==> src/rtl/rtc_alarm_pkg.sv <==
// -----------------------------------------------------------------------------
// rtc_alarm_pkg
// Shared definitions for the RTC countdown alarm path:
//   - alarm FSM state encoding (also exported on alarm_state)
//   - default ring timeout in frames
//   - packed-BCD validity helpers
// -----------------------------------------------------------------------------
package rtc_alarm_pkg;

    // Alarm FSM states; the encodings are visible to software via alarm_state.
    typedef enum logic [1:0] {
        ST_IDLE     = 2'd0,
        ST_ARMED    = 2'd1,
        ST_RINGING  = 2'd2,
        ST_SILENCED = 2'd3
    } alarm_state_e;

    // 600 frames = 10 s at 60 Hz.
    localparam logic [15:0] DEFAULT_TIMEOUT_FRAMES = 16'd600;

    // One BCD digit is valid when it lies in 0..9.
    function automatic logic bcd_digit_ok(input logic [3:0] digit);
        return (digit <= 4'd9);
    endfunction

    // A packed-BCD byte is valid when both of its digits are valid.
    function automatic logic bcd_byte_ok(input logic [7:0] bcd);
        return bcd_digit_ok(bcd[7:4]) && bcd_digit_ok(bcd[3:0]);
    endfunction

endpackage

==> src/rtl/rise_detect.sv <==
// -----------------------------------------------------------------------------
// rise_detect
// 1-bit rising-edge detector. The input is registered once on clk and the
// output flags a cycle where the input is high but was low one cycle earlier.
// Ports:
//   clk    in  1  clock, posedge
//   reset  in  1  synchronous, active-high; clears the history register
//   i_d    in  1  level input (already synchronised/debounced)
//   o_rise out 1  i_d & ~i_d delayed by one cycle
// -----------------------------------------------------------------------------
module rise_detect (
    input  logic clk,
    input  logic reset,
    input  logic i_d,
    output logic o_rise
);

    logic r_d_q;

    // History register: input value seen on the previous clock.
    always_ff @(posedge clk) begin
        if (reset) begin
            r_d_q <= 1'b0;
        end else begin
            r_d_q <= i_d;
        end
    end

    assign o_rise = i_d & ~r_d_q;

endmodule

==> src/rtl/alarm_trigger_ctrl.sv <==
// -----------------------------------------------------------------------------
// alarm_trigger_ctrl
// Decides when the alarm overlay is shown. Watches BCD countdown readings from
// the RTC reader and rings when an armed countdown reaches 00:00:00. Ringing
// ends on an acknowledge press or after TIMEOUT_FRAMES frames.
// Ports:
//   clk            in   1  pixel clock, posedge
//   reset          in   1  synchronous, active-high
//   frame_tick     in   1  one pulse per frame
//   timer_valid    in   1  strobe: timer_hh/mm/ss hold a fresh reading
//   timer_hh/mm/ss in   8  countdown value, packed BCD
//   timer_running  in   1  countdown enabled in RTC
//   ack_btn        in   1  debounced acknowledge button, level
//   activar_alarma out  1  high while RINGING (registered)
//   alarm_state    out  2  current FSM state
//   alarm_count    out  8  RINGING entries since reset, saturating at 255
// -----------------------------------------------------------------------------
module alarm_trigger_ctrl
    import rtc_alarm_pkg::*;
#(
    parameter int unsigned          CNT_W          = 16,
    parameter logic [CNT_W-1:0]     TIMEOUT_FRAMES = DEFAULT_TIMEOUT_FRAMES
) (
    input  logic       clk,
    input  logic       reset,
    input  logic       frame_tick,
    input  logic       timer_valid,
    input  logic [7:0] timer_hh,
    input  logic [7:0] timer_mm,
    input  logic [7:0] timer_ss,
    input  logic       timer_running,
    input  logic       ack_btn,
    output logic       activar_alarma,
    output logic [1:0] alarm_state,
    output logic [7:0] alarm_count
);

    // Last frame count before timeout; wraps harmlessly when TIMEOUT_FRAMES is
    // zero because the timeout term is gated off in that case.
    localparam logic [CNT_W-1:0] TIMEOUT_LAST = TIMEOUT_FRAMES - {{(CNT_W-1){1'b0}}, 1'b1};
    localparam logic             TIMEOUT_EN   = (TIMEOUT_FRAMES != {CNT_W{1'b0}});

    alarm_state_e     r_state;
    alarm_state_e     w_next_state;
    logic             r_activar;
    logic [7:0]       r_alarm_count;
    logic [CNT_W-1:0] r_frame_cnt;

    logic             w_ack_rise;
    logic             w_sample_ok;
    logic             w_is_zero;
    logic             w_is_nonzero;
    logic             w_timeout;
    logic             w_enter_ringing;

    rise_detect u_ack_rise (
        .clk    (clk),
        .reset  (reset),
        .i_d    (ack_btn),
        .o_rise (w_ack_rise)
    );

    // Reading qualification: a strobe with any non-decimal digit is dropped.
    assign w_sample_ok  = timer_valid & bcd_byte_ok(timer_hh)
                                      & bcd_byte_ok(timer_mm)
                                      & bcd_byte_ok(timer_ss);
    assign w_is_zero    = w_sample_ok & (timer_hh == 8'h00)
                                      & (timer_mm == 8'h00)
                                      & (timer_ss == 8'h00);
    assign w_is_nonzero = w_sample_ok & ~w_is_zero;

    assign w_timeout = TIMEOUT_EN & frame_tick & (r_frame_cnt == TIMEOUT_LAST);

    // Next-state logic; within each state the earlier test has priority.
    always_comb begin
        w_next_state = r_state;
        case (r_state)
            ST_IDLE: begin
                // A zero reading here never fires: avoids ringing at power-up.
                if (timer_running & w_is_nonzero) begin
                    w_next_state = ST_ARMED;
                end else begin
                    w_next_state = ST_IDLE;
                end
            end
            ST_ARMED: begin
                if (~timer_running) begin
                    w_next_state = ST_IDLE;
                end else if (w_is_zero) begin
                    w_next_state = ST_RINGING;
                end else begin
                    w_next_state = ST_ARMED;
                end
            end
            ST_RINGING: begin
                if (w_ack_rise | w_timeout) begin
                    w_next_state = ST_SILENCED;
                end else begin
                    w_next_state = ST_RINGING;
                end
            end
            ST_SILENCED: begin
                if (~timer_running) begin
                    w_next_state = ST_IDLE;
                end else if (w_is_nonzero) begin
                    w_next_state = ST_ARMED;
                end else begin
                    w_next_state = ST_SILENCED;
                end
            end
            default: begin
                w_next_state = ST_IDLE;
            end
        endcase
    end

    assign w_enter_ringing = (w_next_state == ST_RINGING) && (r_state != ST_RINGING);

    // State register and registered overlay enable.
    always_ff @(posedge clk) begin
        if (reset) begin
            r_state   <= ST_IDLE;
            r_activar <= 1'b0;
        end else begin
            r_state   <= w_next_state;
            r_activar <= (w_next_state == ST_RINGING);
        end
    end

    // Ring-duration frame counter: restarts on entry, counts ticks while ringing.
    always_ff @(posedge clk) begin
        if (reset) begin
            r_frame_cnt <= {CNT_W{1'b0}};
        end else if (w_enter_ringing) begin
            r_frame_cnt <= {CNT_W{1'b0}};
        end else if ((r_state == ST_RINGING) && frame_tick) begin
            r_frame_cnt <= r_frame_cnt + {{(CNT_W-1){1'b0}}, 1'b1};
        end else begin
            r_frame_cnt <= r_frame_cnt;
        end
    end

    // Saturating count of ARMED->RINGING transitions.
    always_ff @(posedge clk) begin
        if (reset) begin
            r_alarm_count <= 8'd0;
        end else if ((r_state == ST_ARMED) && (w_next_state == ST_RINGING)
                     && (r_alarm_count != 8'd255)) begin
            r_alarm_count <= r_alarm_count + 8'd1;
        end else begin
            r_alarm_count <= r_alarm_count;
        end
    end

    assign activar_alarma = r_activar;
    assign alarm_state    = r_state;
    assign alarm_count    = r_alarm_count;

endmodule
==> config.mk <==
export PLATFORM = sky130hd
export DESIGN_NAME = alarm_trigger_ctrl
export DESIGN_NICKNAME = d
export VERILOG_FILES = /design/src/rtl/rtc_alarm_pkg.sv /design/src/rtl/rise_detect.sv /design/src/rtl/alarm_trigger_ctrl.sv
export SDC_FILE = /design/constraint.sdc
export NUM_CORES = 1
export LEC_CHECK = 0
export CAP_MARGIN = 10
export CORE_MARGIN = 4
export CORE_UTILIZATION = 45
export DETAILED_ROUTE_END_ITERATION = 8
export PLACE_DENSITY = 0.76
export SETUP_SLACK_MARGIN = 0.1
export SLEW_MARGIN = 10
export SYNTH_ARGS = -nofsm -noshare
export SYNTH_HDL_FRONTEND = slang
export SYNTH_SLANG_ARGS = --single-unit
export TNS_END_PERCENT = 30
==> constraint.sdc <==
create_clock -name clk -period 2.72 [get_ports clk]
set_input_delay 0.408 -clock clk [delete_from_list [all_inputs] [get_ports clk]]
set_output_delay 0.408 -clock clk [all_outputs]
set_load 0.05 [all_outputs]
Word-level counts from Yosys, hierarchy flattened

Cells that the tools add are included.

Bits of input ports: 30
Register bits after elaboration: 28
Output and inout port bits: 11

Bitwise operators: 13
Order comparisons: 6
Mux-type cells: 7
Add/subtract/negate cells: 2
Reductions and logical operators: 12
Equal/unequal tests: 7

Operators by type and width:

| cell                                                              | count |
|---|---|
| 4-bit less-or-equal comparator, second input constant             | 6 |
| 8-bit logical NOT                                                 | 3 |
| 16-bit by 1-bit adder with 16-bit output, second input constant   | 1 |
| 16-bit by 10-bit == test with 1-bit output, second input constant | 1 |
| 1-bit bitwise AND                                                 | 10 |
| 8-bit by 1-bit adder with 8-bit output, second input constant     | 1 |
| 2-bit 2-to-1 mux                                                  | 4 |
| 8-bit inequality test, second input constant                      | 1 |
| 2-bit case mux with 4 select lines                                | 1 |
| 1-bit logical AND                                                 | 7 |
| 2-bit == test, second input constant                              | 3 |
| 2-bit by 1-bit == test with 1-bit output, second input constant   | 1 |
| 2-bit logical NOT                                                 | 1 |
| 1-bit 2-to-1 mux                                                  | 2 |
| 2-bit inequality test, second input constant                      | 1 |
| 1-bit NOT                                                         | 2 |
| 2-bit OR reduction                                                | 1 |
| 1-bit bitwise OR                                                  | 1 |

Depth between registers and ports, before layout

Depth in word-level cells: 16
Depth in mapped cells: 7

Hierarchy

A second synthesis with hierarchy kept.

Cells, all modules: 178
Area, all modules: 1555.2 um2

Modules (own cells, without submodules):

| module             | area an instance (um2) | seq. area each (um2) | instances | cells each |
|---|---|---|---|---|
| alarm_trigger_ctrl | 1507.7                 | 540.5                | 1         | 175 |
| rise_detect        | 47.5                   | 20.0                 | 1         | 3 |

Least setup slack after synthesis

Ideal clock, no wire load.

Path type: flip-flop to flip-flop
From: register r_state[0] (netlist: alarm_state[0])
To: register r_alarm_count[4] (netlist: alarm_count[4])
Path buffers: 1
Data required time: 2597 ps
Path slack: 451 ps
Data arrival time: 2146 ps
Cell stages (with the launch flop): 7
Path through: dfxtp_1 -> and3b_1 -> nand4_1 -> or4_4 -> buf_6 -> nor4b_4 -> mux2_1

Longest elaborated chain between the ends: 5

RTL lines:

| element                               | RTL line                  | text |
|---|---|---|
| start, declared                       | alarm_trigger_ctrl.sv:43  | `alarm_state_e r_state;` |
| start signal, assigned                | alarm_trigger_ctrl.sv:125 | `r_state <= w_next_state;` |
| 2-bit == test (tied with other cells) | alarm_trigger_ctrl.sv:77  | `case (r_state)` |
| 2-bit case mux with 4 select lines    | alarm_trigger_ctrl.sv:77  |  |
| 2-bit == test                         | alarm_trigger_ctrl.sv:147 | `end else if ((r_state == ST_ARMED) && (w_next_state == ST_RINGING)` |
| 1-bit logical AND (*)                 | alarm_trigger_ctrl.sv:147 |  |
| 1-bit logical AND (*)                 | alarm_trigger_ctrl.sv:148 | `&& (r_alarm_count != 8'd255)) begin` |
| end signal, assigned                  | alarm_trigger_ctrl.sv:149 | `r_alarm_count <= r_alarm_count + 8'd1;` |
| end signal, assigned                  | alarm_trigger_ctrl.sv:151 | `r_alarm_count <= r_alarm_count;` |
| end, declared                         | alarm_trigger_ctrl.sv:46  | `logic [7:0] r_alarm_count;` |

Mark *: on every way between the ends. The rest lies on a longest branch, timed or not.
A chain may end at the register's enable or synchronous reset.

Worst setup path after layout

From: input timer_hh[7]
To: register r_alarm_count[4] (netlist: alarm_count[4])

Longest elaborated chain between the ends: 16

RTL lines:

| element                                               | RTL line                                            | text |
|---|---|---|
| start, declared                                       | alarm_trigger_ctrl.sv:28                            | `input logic [7:0] timer_hh,` |
| 4-bit less-or-equal comparator                        | rtc_alarm_pkg.sv:23                                 | `return (digit <= 4'd9);` |
| 1-bit logical AND                                     | rtc_alarm_pkg.sv:28                                 | `return bcd_digit_ok(bcd[7:4]) && bcd_digit_ok(bcd[3:0]);` |
| 1-bit bitwise AND                                     | alarm_trigger_ctrl.sv:64                            | `assign w_sample_ok = timer_valid & bcd_byte_ok(timer_hh)` |
| 1-bit bitwise AND                                     | alarm_trigger_ctrl.sv:65                            | `& bcd_byte_ok(timer_mm)` |
| 1-bit bitwise AND                                     | alarm_trigger_ctrl.sv:66                            | `& bcd_byte_ok(timer_ss);` |
| 1-bit bitwise AND                                     | alarm_trigger_ctrl.sv:67                            | `assign w_is_zero = w_sample_ok & (timer_hh == 8'h00)` |
| 1-bit bitwise AND                                     | alarm_trigger_ctrl.sv:68                            | `& (timer_mm == 8'h00)` |
| 1-bit bitwise AND                                     | alarm_trigger_ctrl.sv:69                            | `& (timer_ss == 8'h00);` |
| 1-bit NOT                                             | alarm_trigger_ctrl.sv:70                            | `assign w_is_nonzero = w_sample_ok & ~w_is_zero;` |
| 1-bit bitwise AND                                     | alarm_trigger_ctrl.sv:70                            |  |
| 1-bit bitwise AND or 2-bit 2-to-1 mux (tied branches) | alarm_trigger_ctrl.sv:80, alarm_trigger_ctrl.sv:105 |  |
| 1-bit 2-to-1 mux or 2-bit 2-to-1 mux (tied branches)  | alarm_trigger_ctrl.sv:80, alarm_trigger_ctrl.sv:103 |  |
| 2-bit case mux with 4 select lines (*)                | alarm_trigger_ctrl.sv:77                            |  |
| 2-bit == test (*)                                     | alarm_trigger_ctrl.sv:147                           |  |
| 1-bit logical AND (*)                                 | alarm_trigger_ctrl.sv:147                           |  |
| 1-bit logical AND (*)                                 | alarm_trigger_ctrl.sv:148                           |  |

Marked as above.

==> run summary <==
status = finished clean
total track usage = 17.76%
CP Launch Type = primary input
post-route setup slack = 313.0 ps
CTS Buf Count = 3
largest net degree at the start of global routing = 19
DIE AREA = 4245 µm²
area share of fa/ha/maj cells after synthesis = 1.702%
DR vias = 1418
Most Crowded Layer GR = met2
unrepaired setup endpoints after global routing = no
CP top delay family = simple AND/OR/NAND/NOR gates
share of cells above drive strength 1 = 6.452%
first-pass iteration count of the detailed router = 4
Die Span Y = 65.16 µm
post-synth net total = 207
Worst path slowest cell = or4_4
compound-gate portion of the synthesized area = 9.106%
top cell type's share of synthesized area = 38.13%
ratio of final minimum period to clock period = 88.49%
worst slew pin tran = 568.0 ps
Final GP Congestion = 0.8492
Resize count post-CTS = 0
Slew HR = 62.01%
worst vdd ir = 179.6 µV
Worst EP arrival = 2630 ps
most frequent cell after synthesis = nor2_1
pre-CTS setup slack = -5.945 ps
Wirelength per Cell = 13.33 µm
Crit Path Class = primary input to flop
clk sink count = 28
met3 usage = 4.274%
nets = 250
vias per cell = 5.433
Power per Cell Area = 381.0 nW/µm²
post-layout util = 64.47%
GR Layer Usage met2 = 31.93%
top cells by count, synth = nor2_1, dfxtp_1, xnor2_1
setup violators final = 0
post-synthesis sequential area ratio = 38.13%
final instance area = 1984 µm²
CTS Root Cell = clkbuf_4
top post-synthesis cells by area = dfxtp_1, nor2_1, xnor2_1
CTS tree = built
area delta synth->final = 34.98%
fmax = 0.4155 GHz
post-synthesis mux area share = 2.213%
Top FF cell, synth = dfxtp_1
synth warn = 0
Placed Area = 1932 µm²
CTS Hold Bufs = 0
Starting Density = 47.76%
final cell count without fillers = 261
Final Hold Fails = 0
crit-path cells = clkdlybuf4s50_1 > nor4_1 > nand4_1 > or4_4 > nor4b_4 > mux2_1
Leak = 0.6209 nW
die span in x = 65.16 µm
H-tree levels = 1
first-pass GRT wire length = 5954 µm
CP max FO = 13
CP required = 2950 ps
GRT met1 Usage = 19.62%
DRT antenna net count = 0
Synth Area in XOR/XNOR = 8.936%
worst min path class = flop to flop
io pins = 41
worst clock skew = 10.27 ps
top cell type by total area after synthesis = dfxtp_1
largest family of logic cells by synthesized area = simple AND/OR/NAND/NOR gates
Clock Path Buffers = 2
row cnt = 20
dpl cells = 257
clock latency on the worst-skew pair = 330 ps
DP HPWL = 2737 µm
antenna diode count = 0
Max Slew Vio Count = 0
Clock transition at path regs = 150 ps
syn avg cell area = 8.401 µm²
Critical Path Sink Type = flop
Post-synth EDFFs = 0
fillers = 257
initial antenna violation count = 0
Power Total = 756.1 µW
Detailed Route WL = 3479 µm
worst path bufs/invs = 1
synthesized cell area = 1470 µm²
simple-gate share of the synthesized area = 36.94%
GRT Residual Overflow = 0
asr flop ratio synth = 0%
CP peak stage delay = 600 ps
Initial DRC Count = 106
drt drc = 0
Mapped Cells = 175
maxcap violations = 0
Synth cell types = 44
I/O Buffers = 40
post-layout minimum cycle time = 2407 ps
FF+latch count, synth = 28
vias in the first global route = 1378
core area = 3078 µm²
setup bufs post-CTS = 0
==> power by group <==
group	switching (mW)	leakage, nW	internal [mW]
logic	0.0268	0.367	0.0477
clock network	0.121	0.0279	0.149
registers	0.000319	0.226	0.411
==> cell type report <==
| class | instances | area (µm²) | share of cell area [%] |
|---|---|---|---|
| clock buffer | 3 | 22.52 | 1.135 |
| clock inverter | 1 | 30.03 | 1.513 |
| inverter | 4 | 15.01 | 0.7566 |
| multi-input combinational | 138 | 865.8 | 43.63 |
| sequential | 28 | 560.5 | 28.25 |
| tap | 44 | 55.05 | 2.774 |
| timing repair buffer | 43 | 435.4 | 21.94 |
==> cells in the final DEF, fill, tap and decap left out, drive strengths merged, types with 2 or more instances in the layout <==
cell | synthesis | routed
clkdlybuf4s50 | 0 | 40
nor2 | 30 | 30
dfxtp | 28 | 28
xnor2 | 12 | 12
nand3 | 11 | 11
o21ai | 9 | 9
nand2 | 9 | 9
nor4 | 8 | 8
nand4 | 7 | 7
nor2b | 5 | 5
nor3 | 5 | 5
inv | 4 | 4
a21oi | 4 | 4
nand2b | 4 | 4
nor4b | 4 | 4
or4 | 4 | 4
xor2 | 3 | 3
clkbuf | 3 | 3
buf | 2 | 3
and2 | 2 | 2
o31ai | 2 | 2
ha | 2 | 2
mux2 | 2 | 2
==> cells by family (layout without fill, tap and decap cells) <==
kind of cell             count (synthesis)  in the layout
AND/OR/NAND/NOR                         97             97
adder cells (fa/ha/maj)                  2              2
multiplexers                             3              3
AO/OA/AOI/OAI                           21             21
XOR/XNOR                                15             15
buffers and inverters                    9             51
flip-flops                              28             28
==> tightest hold or removal path, delay by kind of cell (launching register included) <==
kind	cells	cell delay, ps
and+or+nand+nor	1	60
DFF	1	370
AOI/OAI and AO/OA	1	50
==> layer usage <==
metal / share of wire (%) / routed length [µm] / up-vias
li1: - / - / 713
met1: 43 / 1497 / 658
met2: 49 / 1721 / 39
met3: 5.1 / 179 / 8
met4: 2.3 / 80 / 0
met5: 0 / 0 / -
==> state kept, by name, summed over array words and instances, names as in the netlist <==
register and flops:
r_frame_cnt 16, alarm_count 8, alarm_state 2, activar_alarma 1, u_ack_rise.r_d_q 1
==> metrics by stage <==
stage          hold WS (ps)  setup TNS [ps]
2_1_floorplan         466.9               0
3_3_place_gp          477.1               0
3_5_place_dp          485.4          -5.945
4_1_cts               505.8               0
5_1_grt               531.2               0
6_report              508.5               0
==> worst paths after layout <==
check	slack, ps	from	cells past startpoint	to
worst max-delay path	310	timer_hh[7]	6	alarm_count[4]
worst max register to register	660	alarm_state[0]	5	alarm_count[4]
worst min-delay path	510	r_frame_cnt[1]	2	r_frame_cnt[1]
worst min register to register	510	r_frame_cnt[1]	2	r_frame_cnt[1]
No activity file was read; power rests on OpenSTA's default activity.
